===== config.mk =====
export PLATFORM = sky130hd
export DESIGN_NAME = counter_seq_ctrl
export DESIGN_NICKNAME = d
export VERILOG_FILES = /design/src/rtl/counter_seq_pkg.sv /design/src/rtl/counter_seq_ctrl_tick_gen.sv /design/src/rtl/counter_seq_ctrl.sv
export SDC_FILE = /design/constraint.sdc
export NUM_CORES = 1
export LEC_CHECK = 0
export CORE_MARGIN = 2
export CORE_UTILIZATION = 35
export CTS_CLUSTER_DIAMETER = 200
export DETAILED_ROUTE_END_ITERATION = 8
export GPL_TIMING_DRIVEN = 0
export PLACE_DENSITY_LB_ADDON = 0.3
export SLEW_MARGIN = 20
export SYNTH_ARGS = -nofsm -noshare
export SYNTH_HDL_FRONTEND = slang
export SYNTH_SLANG_ARGS = --single-unit

===== constraint.sdc =====
create_clock -name clk -period 2.5 [get_ports clk]
set_input_delay 0.25 -clock clk [delete_from_list [all_inputs] [get_ports clk]]
set_output_delay 0.25 -clock clk [all_outputs]
set_load 0.005 [all_outputs]

===== src/rtl/counter_seq_pkg.sv =====
// counter_seq_pkg: command op codes and sequencer state encodings
// shared by counter_seq_ctrl and its testbench.
package counter_seq_pkg;

    typedef enum logic [1:0] {
        OP_START = 2'b00,
        OP_STOP  = 2'b01,
        OP_LOAD  = 2'b10,
        OP_CLEAR = 2'b11
    } op_e;

    typedef enum logic [1:0] {
        ST_IDLE = 2'b00,
        ST_RUN  = 2'b01,
        ST_DONE = 2'b10
    } state_e;

endpackage


===== src/rtl/counter_seq_ctrl_tick_gen.sv =====
// tick_gen: prescaler that strobes tick every PRESCALE enabled cycles.
// Ports: clk, rst_n (sync, active-low), en (count enable), tick (strobe).
module tick_gen #(
    parameter int PRESCALE   = 50000000,
    parameter int PRESCALE_W = 26
) (
    input  logic clk,
    input  logic rst_n,
    input  logic en,
    output logic tick
);

    localparam logic [PRESCALE_W-1:0] C_ONE = PRESCALE_W'(1);
    localparam logic [PRESCALE_W-1:0] C_MAX = PRESCALE_W'(PRESCALE);

    logic [PRESCALE_W-1:0] r_cnt;

    // Strobe is decoded here; the top registers the visible tick output
    // so the count step and tick land on the same edge.
    assign tick = en && (r_cnt == C_MAX);

    always_ff @(posedge clk) begin
        if (!rst_n) begin
            r_cnt <= C_ONE;
        end else if (!en || r_cnt == C_MAX) begin
            r_cnt <= C_ONE;
        end else begin
            r_cnt <= r_cnt + C_ONE;
        end
    end

endmodule


===== src/rtl/counter_seq_ctrl.sv =====
// counter_seq_ctrl: command-driven up/down counter sequencer with prescaler.
// Ports: clk, rst_n (sync, active-low); cmd_valid/cmd_ready/cmd_op/cmd_dir/
// cmd_data command port; count, running, tick, done, cmd_err outputs.
// Optional: define COUNTER_SEQ_AUTO_RELOAD_EN for periodic (auto-reload) mode.
module counter_seq_ctrl
    import counter_seq_pkg::*;
#(
    parameter int DATA_WIDTH = 4,
    parameter int PRESCALE   = 50000000,
    parameter int PRESCALE_W = 26
) (
    input  logic                  clk,
    input  logic                  rst_n,
    input  logic                  cmd_valid,
    output logic                  cmd_ready,
    input  logic [1:0]            cmd_op,
    input  logic                  cmd_dir,
    input  logic [DATA_WIDTH-1:0] cmd_data,
    output logic [DATA_WIDTH-1:0] count,
    output logic                  running,
    output logic                  tick,
    output logic                  done,
    output logic                  cmd_err
);

    state_e                r_state;
    logic [DATA_WIDTH-1:0] r_count;
    logic [DATA_WIDTH-1:0] r_limit;
    logic                  r_dir;
    logic                  r_running;
    logic                  r_tick;
    logic                  r_done;
    logic                  r_err;
`ifdef COUNTER_SEQ_AUTO_RELOAD_EN
    logic [DATA_WIDTH-1:0] r_reload;
`endif

    logic                  w_acc;
    logic                  w_stop;
    logic                  w_tick;
    logic                  w_en;
    logic [DATA_WIDTH-1:0] w_next;
    op_e                   w_op;

    assign cmd_ready = rst_n;
    assign w_acc     = cmd_valid && cmd_ready;
    assign w_op      = op_e'(cmd_op);
    assign w_stop    = w_acc && (w_op == OP_STOP);
    // Dropping enable on an accepted STOP returns the prescaler to 1
    // on the same edge the FSM leaves RUN.
    assign w_en      = (r_state == ST_RUN) && !w_stop;
    assign w_next    = r_dir ? r_count + DATA_WIDTH'(1)
                             : r_count - DATA_WIDTH'(1);

    tick_gen #(
        .PRESCALE   (PRESCALE),
        .PRESCALE_W (PRESCALE_W)
    ) u_tick_gen (
        .clk   (clk),
        .rst_n (rst_n),
        .en    (w_en),
        .tick  (w_tick)
    );

    always_ff @(posedge clk) begin
        if (!rst_n) begin
            r_state   <= ST_IDLE;
            r_count   <= '0;
            r_limit   <= '0;
            r_dir     <= 1'b1;
            r_running <= 1'b0;
            r_tick    <= 1'b0;
            r_done    <= 1'b0;
            r_err     <= 1'b0;
`ifdef COUNTER_SEQ_AUTO_RELOAD_EN
            r_reload  <= '0;
`endif
        end else begin
            r_tick <= 1'b0;
            r_done <= 1'b0;
            r_err  <= 1'b0;
            unique case (r_state)
                ST_RUN: begin
                    if (w_stop) begin
                        r_state   <= ST_IDLE;
                        r_running <= 1'b0;
                    end else begin
                        if (w_acc) r_err <= 1'b1;
                        if (w_tick) begin
                            r_tick  <= 1'b1;
                            r_count <= w_next;
                            if (w_next == r_limit) begin
                                r_done <= 1'b1;
`ifdef COUNTER_SEQ_AUTO_RELOAD_EN
                                r_count <= r_reload;
`else
                                r_state   <= ST_DONE;
                                r_running <= 1'b0;
`endif
                            end
                        end
                    end
                end
                default: begin
                    if (w_acc) begin
                        unique case (w_op)
                            OP_START: begin
                                r_dir     <= cmd_dir;
                                r_limit   <= cmd_data;
                                r_state   <= ST_RUN;
                                r_running <= 1'b1;
`ifdef COUNTER_SEQ_AUTO_RELOAD_EN
                                r_reload  <= r_count;
`endif
                            end
                            OP_LOAD: begin
                                r_count <= cmd_data;
                                r_state <= ST_IDLE;
                            end
                            OP_CLEAR: begin
                                r_count <= '0;
                                r_state <= ST_IDLE;
                            end
                            default: r_state <= ST_IDLE;
                        endcase
                    end
                end
            endcase
        end
    end

    assign count   = r_count;
    assign running = r_running;
    assign tick    = r_tick;
    assign done    = r_done;
    assign cmd_err = r_err;

endmodule


==> impl_metrics.tcl <==
set metrics [dict create \
    die_area_sq_um 6610 \
    synthArstFlopShare_pct 0 \
    row_count 28 \
    slew_headroom_pct 46.3 \
    grt_pass1_wl_um 7380 \
    worst_slew_pin_slew_ns 0.799 \
    skew_ns 0.0138 \
    clkTransAtPathRegs_ns 0.09 \
    cap_violations 0 \
    criticalPathCategory "reg2reg" \
    avgSynthCellArea_sq_um 8.50 \
    hold_violations 0 \
    ys_ff_latch 41 \
    cts-root-buf "clkbuf_8" \
    period_share_pct 88.0 \
    tritoncts "done" \
    num-fill-cells 587 \
    cp-end-kind "register" \
    area_growth_pct 17.8 \
    final_common_cell "dfxtp_1" \
    yosysSeqAreaShare_pct 39.2 \
    netlist_area_sq_um 2090 \
    place.detailed.hpwl_um 3150 \
    drc 0 \
    power_leakage_nw 0.848 \
    holdWs_ns 0.372 \
    crit_required_ns 2.68 \
    dr.pass1.iters 4 \
    grt_pass1_vias 1527 \
    fin_tns_setup_ns 0 \
    min_path_type "in2reg" \
    synthFlopType "dfxtp_1" \
    insertion_delay_ns 0.29 \
    startpoint "r_dir$_SDFFE_PN1P_" \
    cp.arrival_ns 2.38 \
    worstSetupStartpointType "register" \
    fp.coreArea_sq_um 5850 \
    wirelength_um 4320 \
    netlist_instances 246 \
    start_util_pct 35.8 \
    timing.final.max_slew_violations 0 \
    wl_per_cell_um 12.5 \
    crit_path_max_fanout 3 \
    vias_per_cell 5.10 \
    rsz0062_at_grt "false" \
    grt.overflow.total 0 \
    setup_viol 0 \
    antenna_found_initial 0 \
    drt.antenna.violating_nets 0 \
    vias 1761 \
    fin_crit_ns 2.20 \
    synth_edf_count 0 \
    grt_usage_pct 14.2 \
    grt_max_degree 14 \
    outcome "finished, final reports clean" \
    syn_nets 261 \
    ioPinCount 19 \
    r2r-start "r_dir$_SDFFE_PN1P_" \
    die_h_um 81.3 \
    clock.fmax_ghz 0.454 \
    dieWidth_um 81.3 \
    drt_iter0_markers 104 \
    ir_worst_vdd_mv 0.287 \
    layout-drive-gt1-share_pct 8.52 \
    numCtsBuffers 5 \
    final_nets 284 \
    numPortBuffers 16 \
    cts_sinks 41 \
    place.gp.congestion 0.845 \
    layout_common_cells "dfxtp_1 (41), nor2_1 (34), nand2_1 (24)" \
    ys_types 45 \
    power_density_nw_per_um2 525 \
    clock_path_buffers 2 \
    cts-htree-levels 2 \
    yosysWarnings 0 \
    hp-start "rst_n" \
    antennaDiodeCount 0 \
]
[layer usage]
layer / up-vias / global-route usage (%) / share of wire [%]
met3: 5 / 3.00 / 5.3
met5: - / 0 / 0
met4: 0 / 3.56 / 1.1
met1: 819 / 21.3 / 51
met2: 41 / 20.6 / 43
li1: 896 / - / -
[kinds of logic (layout without fill, tap and decap cells)]
| logic type | count (synthesis) | count (layout) | share of synthesized area, % |
|---|---|---|---|
| AO/OA/AOI/OAI | 26 | 26 | 8.25 |
| XOR/XNOR | 29 | 29 | 12.8 |
| adder cells (fa/ha/maj) | 5 | 5 | 3.35 |
| buffers and inverters | 23 | 47 | 5.92 |
| flip-flops | 41 | 41 | 39.2 |
| multiplexers | 3 | 3 | 1.50 |
| AND/OR/NAND/NOR | 119 | 119 | 28.9 |
[what timing repair did]
item	CTS	global route
hold buffers	0	0
endpoints found under the setup margin	0	1
gates resized for setup	0	1
setup buffers	0	0
[cell type report]
cell class	count	area [sq um]	share of cell area (%)
sequential	41	821	33.3
tap	75	93.8	3.81
inverter	11	41.3	1.68
multi-input combinational	182	1150	46.8
buffer	12	82.6	3.35
clock buffer	6	72.6	2.95
clock inverter	2	38.8	1.57
timing repair buffer	16	160	6.50
[flip-flops by register name, indices dropped and copies added (netlist names), 2 cells and up]
| name | count |
|---|---|
| u_tick_gen.r_cnt | 26 |
| count | 4 |
| r_limit | 4 |
| r_state | 2 |
[cell usage after synthesis (all sizes together), types with 6 or more instances]
| master | n | area [sq um] |
|---|---|---|
| nand3 | 17 | 85.1 |
| nor4 | 10 | 68.8 |
| xnor2 | 8 | 70.1 |
| nand2 | 24 | 90.1 |
| o21ai | 6 | 30.0 |
| nor2 | 34 | 128 |
| nand4 | 10 | 62.6 |
| buf | 8 | 67.6 |
| dfxtp | 41 | 821 |
| xor2 | 20 | 175 |
| inv | 11 | 41.3 |
[path summary, 6_finish.rpt]
kind                                           endpoint  cells past startpoint  slack [ns]
worst max-delay path               running$_SDFFE_PN0P_                      7        0.30
worst min-delay path              count[2]$_SDFFE_PN0P_                      3        0.37
worst max register to register     running$_SDFFE_PN0P_                      7        0.30
worst min register to register  r_limit[1]$_SDFFE_PN0P_                      2        0.48
[worst max-delay path, cell delays in order, from the launching register on]
cell	delay, ns
dfxtp_1	0.40
inv_1	0.10
ha_1	0.28
a21o_1	0.18
a21oi_1	0.29
xnor3_1	0.42
nor3_1	0.28
o21ai_0	0.13
[power breakdown]
group / internal [mW] / leakage [nW] / switching, mW
sequential: 0.661 / 0.331 / 0.00819
combinational: 0.0462 / 0.462 / 0.0471
clock: 0.300 / 0.0554 / 0.231
[per-stage QoR]
| stage | std cells | total power, mW | util [%] | instance area [sq um] | worst slack, ns |
|---|---|---|---|---|---|
| 3_5_place_dp | 337 | 0.778 | 40.1 | 2350 | 0.251 |
| 4_1_cts | 345 | 1.31 | 42.0 | 2460 | 0.204 |
| 3_3_place_gp | 337 | 0.777 | 40.1 | 2350 | 0.259 |
| 2_1_floorplan | 246 | 0.738 | - | 2090 | 0.535 |
| 5_1_grt | 345 | 1.35 | 42.1 | 2460 | 0.128 |
| 6_report | 345 | 1.29 | 42.1 | 2460 | 0.299 |
No activity file was read; power rests on OpenSTA's default activity.
